===== src/rtl/alu_pkg.sv =====
// Shared definitions for the ALU and its issue/writeback sequencer:
// opcodes, instruction field positions, sequencer states and decode helpers.
package alu_pkg;

    localparam int WIDTH = 16;
    localparam int NREGS = 16;
    localparam int AW    = 4;
    localparam int OPW   = 6;
    localparam int CNTW  = 4;

    localparam logic [OPW-1:0] OP_MOVE   = 6'd3;
    localparam logic [OPW-1:0] OP_NOT    = 6'd4;
    localparam logic [OPW-1:0] OP_AND    = 6'd5;
    localparam logic [OPW-1:0] OP_OR     = 6'd6;
    localparam logic [OPW-1:0] OP_SHIFTR = 6'd7;
    localparam logic [OPW-1:0] OP_SHIFTL = 6'd8;
    localparam logic [OPW-1:0] OP_ADD    = 6'd9;
    localparam logic [OPW-1:0] OP_SUB    = 6'd10;
    localparam logic [OPW-1:0] OP_TEST   = 6'd11;

    localparam int INSTR_OP_HI = 15;
    localparam int INSTR_OP_LO = 10;
    localparam int INSTR_RD_HI = 9;
    localparam int INSTR_RD_LO = 6;
    localparam int INSTR_RS_HI = 5;
    localparam int INSTR_RS_LO = 2;

    typedef enum logic [1:0] {
        ST_IDLE  = 2'd0,
        ST_EXEC  = 2'd1,
        ST_SHIFT = 2'd2
    } seq_state_e;

    function automatic logic is_legal(input logic [OPW-1:0] op);
        return (op >= OP_MOVE) && (op <= OP_TEST);
    endfunction

    function automatic logic is_shift(input logic [OPW-1:0] op);
        return (op == OP_SHIFTR) || (op == OP_SHIFTL);
    endfunction

    function automatic logic updates_flags(input logic [OPW-1:0] op);
        return (op == OP_ADD) || (op == OP_SUB) || (op == OP_TEST);
    endfunction

endpackage


===== src/rtl/alu_sequencer_regfile.sv =====
// Register file for the ALU sequencer: three combinational read ports
// (operand A, operand B, debug) and one synchronous write port.
module alu_sequencer_regfile
    import alu_pkg::*;
#(
    parameter int P_WIDTH = 16,
    parameter int P_NREGS = 16,
    parameter int P_AW    = 4
) (
    input  logic               clk,
    input  logic               reset,
    input  logic               i_we,
    input  logic [P_AW-1:0]    i_waddr,
    input  logic [P_WIDTH-1:0] i_wdata,
    input  logic [P_AW-1:0]    i_raddr_a,
    output logic [P_WIDTH-1:0] o_rdata_a,
    input  logic [P_AW-1:0]    i_raddr_b,
    output logic [P_WIDTH-1:0] o_rdata_b,
    input  logic [P_AW-1:0]    i_raddr_dbg,
    output logic [P_WIDTH-1:0] o_rdata_dbg
);

    logic [P_WIDTH-1:0] r_mem [P_NREGS];

    // Storage array: cleared by reset, single write port otherwise.
    always_ff @(posedge clk) begin
        if (reset) begin
            for (int i = 0; i < P_NREGS; i++) begin
                r_mem[i] <= {P_WIDTH{1'b0}};
            end
        end else if (i_we) begin
            r_mem[i_waddr] <= i_wdata;
        end
    end

    assign o_rdata_a   = r_mem[i_raddr_a];
    assign o_rdata_b   = r_mem[i_raddr_b];
    assign o_rdata_dbg = r_mem[i_raddr_dbg];

endmodule


===== src/rtl/alu_sequencer.sv =====
// Multicycle issue/writeback controller for the 16-bit ALU: decodes an
// instruction, drives the ALU, writes back, and iterates single-bit shifts.
module alu_sequencer
    import alu_pkg::*;
#(
    parameter int NREGS = 16,
    parameter int WIDTH = 16
) (
    input  logic             clk,
    input  logic             reset,
    input  logic             instr_valid,
    input  logic [15:0]      instr,
    output logic             instr_ready,
    input  logic             ext_we,
    input  logic [AW-1:0]    ext_addr,
    input  logic [WIDTH-1:0] ext_data,
    input  logic [AW-1:0]    dbg_addr,
    output logic [WIDTH-1:0] dbg_data,
    output logic [OPW-1:0]   alu_instruction,
    output logic [WIDTH-1:0] alu_a,
    output logic [WIDTH-1:0] alu_b,
    input  logic [WIDTH-1:0] alu_result,
    output logic             done,
    output logic             illegal,
    output logic             flag_z,
    output logic             flag_n
);

    seq_state_e       r_state;
    seq_state_e       w_state_nxt;
    logic [OPW-1:0]   r_op;
    logic [AW-1:0]    r_rd;
    logic [AW-1:0]    r_rs;
    logic [CNTW-1:0]  r_cnt;
    logic [WIDTH-1:0] r_acc;
    logic             r_done;
    logic             r_illegal;
    logic             r_flag_z;
    logic             r_flag_n;

    logic [OPW-1:0]   w_op;
    logic [AW-1:0]    w_rd;
    logic [AW-1:0]    w_rs;
    logic [WIDTH-1:0] w_rd_data;
    logic [WIDTH-1:0] w_rs_data;
    logic             w_latch;
    logic             w_shift_load;
    logic             w_shift_step;
    logic             w_wb_en;
    logic             w_flags_en;
    logic             w_done_nxt;
    logic             w_illegal_nxt;
    logic [OPW-1:0]   w_alu_instr;
    logic [WIDTH-1:0] w_alu_a;
    logic [WIDTH-1:0] w_alu_b;
    logic             w_rf_we;
    logic [AW-1:0]    w_rf_waddr;
    logic [WIDTH-1:0] w_rf_wdata;
    logic             w_unused;

    assign w_op     = instr[INSTR_OP_HI:INSTR_OP_LO];
    assign w_rd     = instr[INSTR_RD_HI:INSTR_RD_LO];
    assign w_rs     = instr[INSTR_RS_HI:INSTR_RS_LO];
    assign w_unused = ^instr[1:0];

    // Writeback never happens in IDLE, so external preloads cannot collide with it.
    assign w_rf_we    = w_wb_en | (ext_we & (r_state == ST_IDLE));
    assign w_rf_waddr = w_wb_en ? r_rd : ext_addr;
    assign w_rf_wdata = w_wb_en ? alu_result : ext_data;

    alu_sequencer_regfile #(
        .P_WIDTH (WIDTH),
        .P_NREGS (NREGS),
        .P_AW    (AW)
    ) u_regfile (
        .clk         (clk),
        .reset       (reset),
        .i_we        (w_rf_we),
        .i_waddr     (w_rf_waddr),
        .i_wdata     (w_rf_wdata),
        .i_raddr_a   (r_rd),
        .o_rdata_a   (w_rd_data),
        .i_raddr_b   (r_rs),
        .o_rdata_b   (w_rs_data),
        .i_raddr_dbg (dbg_addr),
        .o_rdata_dbg (dbg_data)
    );

    // Next-state, ALU drive and writeback control.
    always_comb begin
        w_state_nxt   = r_state;
        w_latch       = 1'b0;
        w_shift_load  = 1'b0;
        w_shift_step  = 1'b0;
        w_wb_en       = 1'b0;
        w_flags_en    = 1'b0;
        w_done_nxt    = 1'b0;
        w_illegal_nxt = 1'b0;
        w_alu_instr   = {OPW{1'b0}};
        w_alu_a       = {WIDTH{1'b0}};
        w_alu_b       = {WIDTH{1'b0}};
        case (r_state)
            ST_IDLE: begin
                if (instr_valid) begin
                    if (is_legal(w_op)) begin
                        w_latch     = 1'b1;
                        w_state_nxt = ST_EXEC;
                    end else begin
                        w_illegal_nxt = 1'b1;
                    end
                end else begin
                    w_state_nxt = ST_IDLE;
                end
            end
            ST_EXEC: begin
                w_alu_instr = r_op;
                w_alu_a     = w_rd_data;
                w_alu_b     = w_rs_data;
                if (is_shift(r_op)) begin
                    // Count and seed are captured here, so rs == rd is harmless.
                    w_shift_load = 1'b1;
                    if (w_rs_data[CNTW-1:0] == {CNTW{1'b0}}) begin
                        w_done_nxt  = 1'b1;
                        w_state_nxt = ST_IDLE;
                    end else begin
                        w_state_nxt = ST_SHIFT;
                    end
                end else begin
                    w_wb_en     = (r_op != OP_TEST);
                    w_flags_en  = updates_flags(r_op);
                    w_done_nxt  = 1'b1;
                    w_state_nxt = ST_IDLE;
                end
            end
            ST_SHIFT: begin
                w_alu_instr  = r_op;
                w_alu_a      = r_acc;
                w_alu_b      = {WIDTH{1'b0}};
                w_shift_step = 1'b1;
                if (r_cnt == 4'd1) begin
                    w_wb_en     = 1'b1;
                    w_done_nxt  = 1'b1;
                    w_state_nxt = ST_IDLE;
                end else begin
                    w_state_nxt = ST_SHIFT;
                end
            end
            default: begin
                w_state_nxt = ST_IDLE;
            end
        endcase
    end

    // Sequencer state, latched instruction, shift iterator, pulses and flags.
    always_ff @(posedge clk) begin
        if (reset) begin
            r_state   <= ST_IDLE;
            r_op      <= {OPW{1'b0}};
            r_rd      <= {AW{1'b0}};
            r_rs      <= {AW{1'b0}};
            r_cnt     <= {CNTW{1'b0}};
            r_acc     <= {WIDTH{1'b0}};
            r_done    <= 1'b0;
            r_illegal <= 1'b0;
            r_flag_z  <= 1'b0;
            r_flag_n  <= 1'b0;
        end else begin
            r_state   <= w_state_nxt;
            r_done    <= w_done_nxt;
            r_illegal <= w_illegal_nxt;
            if (w_latch) begin
                r_op <= w_op;
                r_rd <= w_rd;
                r_rs <= w_rs;
            end
            if (w_shift_load) begin
                r_cnt <= w_rs_data[CNTW-1:0];
                r_acc <= w_rd_data;
            end else if (w_shift_step) begin
                r_cnt <= r_cnt - 4'd1;
                r_acc <= alu_result;
            end
            if (w_flags_en) begin
                r_flag_z <= (alu_result == {WIDTH{1'b0}});
                r_flag_n <= alu_result[WIDTH-1];
            end
        end
    end

    assign instr_ready     = (r_state == ST_IDLE);
    assign alu_instruction = w_alu_instr;
    assign alu_a           = w_alu_a;
    assign alu_b           = w_alu_b;
    assign done            = r_done;
    assign illegal         = r_illegal;
    assign flag_z          = r_flag_z;
    assign flag_n          = r_flag_n;

endmodule


===== config.mk =====
export PLATFORM = sky130hd
export DESIGN_NAME = alu_sequencer
export DESIGN_NICKNAME = d
export VERILOG_FILES = /design/src/rtl/alu_pkg.sv /design/src/rtl/alu_sequencer_regfile.sv /design/src/rtl/alu_sequencer.sv
export SDC_FILE = /design/constraint.sdc
export NUM_CORES = 1
export LEC_CHECK = 0
export CAP_MARGIN = 20
export CELL_PAD_IN_SITES_DETAIL_PLACEMENT = 0
export CELL_PAD_IN_SITES_GLOBAL_PLACEMENT = 1
export CORE_ASPECT_RATIO = 1.25
export CORE_MARGIN = 3
export CORE_UTILIZATION = 40
export DETAILED_ROUTE_END_ITERATION = 12
export PLACE_DENSITY_LB_ADDON = 0.3
export SYNTH_ARGS = -nofsm -noshare
export SYNTH_HDL_FRONTEND = slang
export SYNTH_HIERARCHICAL = 1
export SYNTH_SLANG_ARGS = --single-unit

===== constraint.sdc =====
create_clock -name clk -period 4.6 [get_ports clk]
set_clock_uncertainty 0.2 [all_clocks]
set_input_delay 0.92 -clock clk [delete_from_list [all_inputs] [get_ports clk]]
set_output_delay 0.92 -clock clk [all_outputs]
set_load 0.01 [all_outputs]

==> flow_summary.toml <==
[status]
status = "finished, final reports clean"

[detailed_routing]
firstDrtPassIters = 5
first_iter_violations = 880
wl_met1_mm = 20.5
post-route-drc-count = 0
top_layer_used = "met4"
wire_per_inst_um = 27.0
wl_mm = 52.8
viasPerCell = 5.97
vias = 11700
dr_wl_met2_mm = 27.6
drtAntennaViolNets = 0
dr_wl_met3_mm = 3.58

[clock_network]
worstSkewPairLatency_ns = 0.52
ctsHoldBuffers = 0
cts_sinks = 296
cts_buffers = 34
clk_pin_slew_worst_paths_ns = 0.06
root_buffer = "clkbuf_16"
cts_resized = 0
cts.htree.levels = 2
clock_path_buffers = 3
cts_tree = "yes"

[finish]
layout-drive-gt1-share_pct = 26.0
area_growth_pct = 17.1
fin_nets = 1433
fill_cells = 3775

[synth]
synth-async-reset-ratio_pct = 0
synth_flop_cell = "edfxtp_1"
netlist_area_sq_um = 17800
ys_ff_latch = 296
synth_nets = 1337
yosysUniqueCellTypes = 50
yosys-top-cells-area = "edfxtp_1 43%, mux4_2 24%, and2_1 9.9%"
synth_area_leader_cell = "edfxtp_1"
ys_seq_area_share_pct = 47.6
ys_warn_count = 6
syn_avg_cell_area_sq_um = 14.0
synth_top_area_share_pct = 43.1
synth_edf_count = 256
synth_cells = 1271

[global_route]
grt_remaining_overflow = 0
grt_pass1_vias = 12200
grt_pass1_wl_mm = 78.5
grt_start_max_net_pins = 66
track_usage_pct = 22.1
antenna_found_initial = 0

[worst_setup_path]
path_class = "register to output port"
crit_fanout = 26
worstSetupEndpointType = "output port"
worstPathArrival_ns = 3.22
required_ns = 3.48
start_kind = "register"

[sta]
setup_viol = 0
slew_headroom_pct = 40.5
finalCritPeriodShare_pct = 94.3
rsz0062_at_grt = "false"
hold_viol = 0
worstMarginPinSlew_ns = 0.890
min_period_ns = 4.34
holdWs_ns = 0.342
finalMaxSlewViolations = 0
setup_slack_ns = 0.263
fmax_mhz = 231
setup_tns_ns = 0

[floorplan]
fp.dieH_um = 242
io_pins = 119
start_util_pct = 40.9
die-area_sq_um = 47200
core_sq_um = 43600
die_width_um = 195
std_cell_rows = 85

[power]
p_leak_uw = 0.00717
p_total_uw = 6570
power_density_nw_per_um2 = 314
irDropWorstVdd_v = 0.000210

[placed_design]
dp_slack_ns = 0.487
dp_hpwl_mm = 35.9
port_buffers = 116
gp_congestion = 0.785

[flow_run]
maxCapViolations = 0

[hold_path]
hold_path_class = "register to register"
[what timing repair did]
item                                   in CTS  in global routing
setup buffers                               0                 13
setup endpoints to repair                   0                  1
endpoints found under the hold margin       0                  0
[stage by stage]
stage | cells | utilization (%) | cell area (sq um)
floorplan | 1271 | - | 17800
global placement | 1883 | 45.1 | 19600
detailed placement | 1883 | 45.1 | 19600
CTS | 1945 | 47.6 | 20800
global route | 1958 | 47.9 | 20900
finish | 1959 | 47.9 | 20900
[Yosys cell counts, types with 2 or more instances]
master / count
and2_1: 281
edfxtp_1: 256
mux4_2: 192
a22oi_1: 112
clkbuf_1: 71
nand2_1: 52
nor2_1: 52
dfxtp_1: 40
mux2i_1: 31
buf_2: 24
nor2b_1: 22
a211oi_1: 20
mux2_4: 19
or2_2: 16
buf_1: 15
ha_1: 6
buf_6: 5
inv_1: 5
nor4_1: 5
nor3_2: 4
clkbuf_2: 3
nand2b_1: 3
nand4bb_1: 3
a21oi_1: 2
nor2_4: 2
nor3_1: 2
nor3b_1: 2
o41ai_1: 2
xnor2_1: 2
xor2_1: 2
[final timing paths]
kind	start	end	slack, ns	depth (start not counted)
hold / removal	flag_n$_SDFFE_PP0P_	flag_n$_SDFFE_PP0P_	0.34	2
setup / recovery	r_rs[0]$_SDFFE_PP0P_	alu_b[6]	0.26	6
hold reg to reg	flag_n$_SDFFE_PP0P_	flag_n$_SDFFE_PP0P_	0.34	2
setup reg to reg	r_state[1]$_SDFFE_PP0P_	u_regfile/r_mem[7][12]$_SDFFCE_PN0P_	0.82	10
[layout by cell type, fill, tap and decap left out, types with 3 or more instances in the layout]
| cell type | instances |
|---|---|
| a211oi_1 | 20 |
| a22oi_1 | 112 |
| and2_1 | 281 |
| buf_12 | 8 |
| buf_4 | 55 |
| clkbuf_1 | 6 |
| clkbuf_16 | 37 |
| clkbuf_8 | 3 |
| clkdlybuf4s50_1 | 113 |
| clkinv_1 | 5 |
| clkinv_2 | 5 |
| dfxtp_1 | 36 |
| edfxtp_1 | 256 |
| ha_1 | 5 |
| inv_1 | 5 |
| mux2_4 | 19 |
| mux2i_1 | 31 |
| mux4_2 | 192 |
| nand2_1 | 52 |
| nand2b_1 | 3 |
| nand4bb_1 | 3 |
| nor2_1 | 52 |
| nor2b_1 | 22 |
| nor3_2 | 4 |
| nor4_1 | 5 |
| or2_2 | 16 |
[logic make-up after synthesis]
logic type	count (synthesis)	share of synthesized area (%)
mux	243	27.6
buf+inv	123	2.99
flops	296	47.6
xor+xnor	4	0.196
compound gates	143	6.07
simple gates	456	15.1
fa+ha+maj	6	0.421
[sequential cells by signal, indices dropped and copies added (netlist names)]
name	count
u_regfile/r_mem	256
flag_z	1
r_cnt	4
r_rd	4
r_rs	4
r_state	2
r_op	6
r_acc	16
illegal	1
flag_n	1
done	1
[layer usage]
metal,track usage (%),vias to the layer above
li1,-,5153
met1,27.6,6007
met2,39.8,463
met3,3.48,77
met4,5.83,0
met5,0,-
[layout make-up]
class	instances	area (sq um)	share of cell area, %
clock buffers	46	990	4.74
well taps	565	707	3.38
multi-input cells	852	8820	42.2
flip-flops and latches	296	8500	40.7
repair buffers	178	1710	8.21
inverters	5	18.8	0.0899
clock inverters	16	135	0.647
diodes	1	2.50	0.0120
[worst max-delay path: stages, from the launching register on]
cell	delay [ns]
dfxtp_4	0.62
buf_12	0.31
mux4_2	0.56
a22oi_1	0.32
nand2_1	0.19
and2_1	0.20
clkdlybuf4s50_1	0.47
[where the power goes]
group          switching [uW]  internal, uW  total [uW]
clock                    1100          1630        2730
sequential               72.7          3010        3090
combinational             394           354         748
No activity file was read; power rests on OpenSTA's default activity.
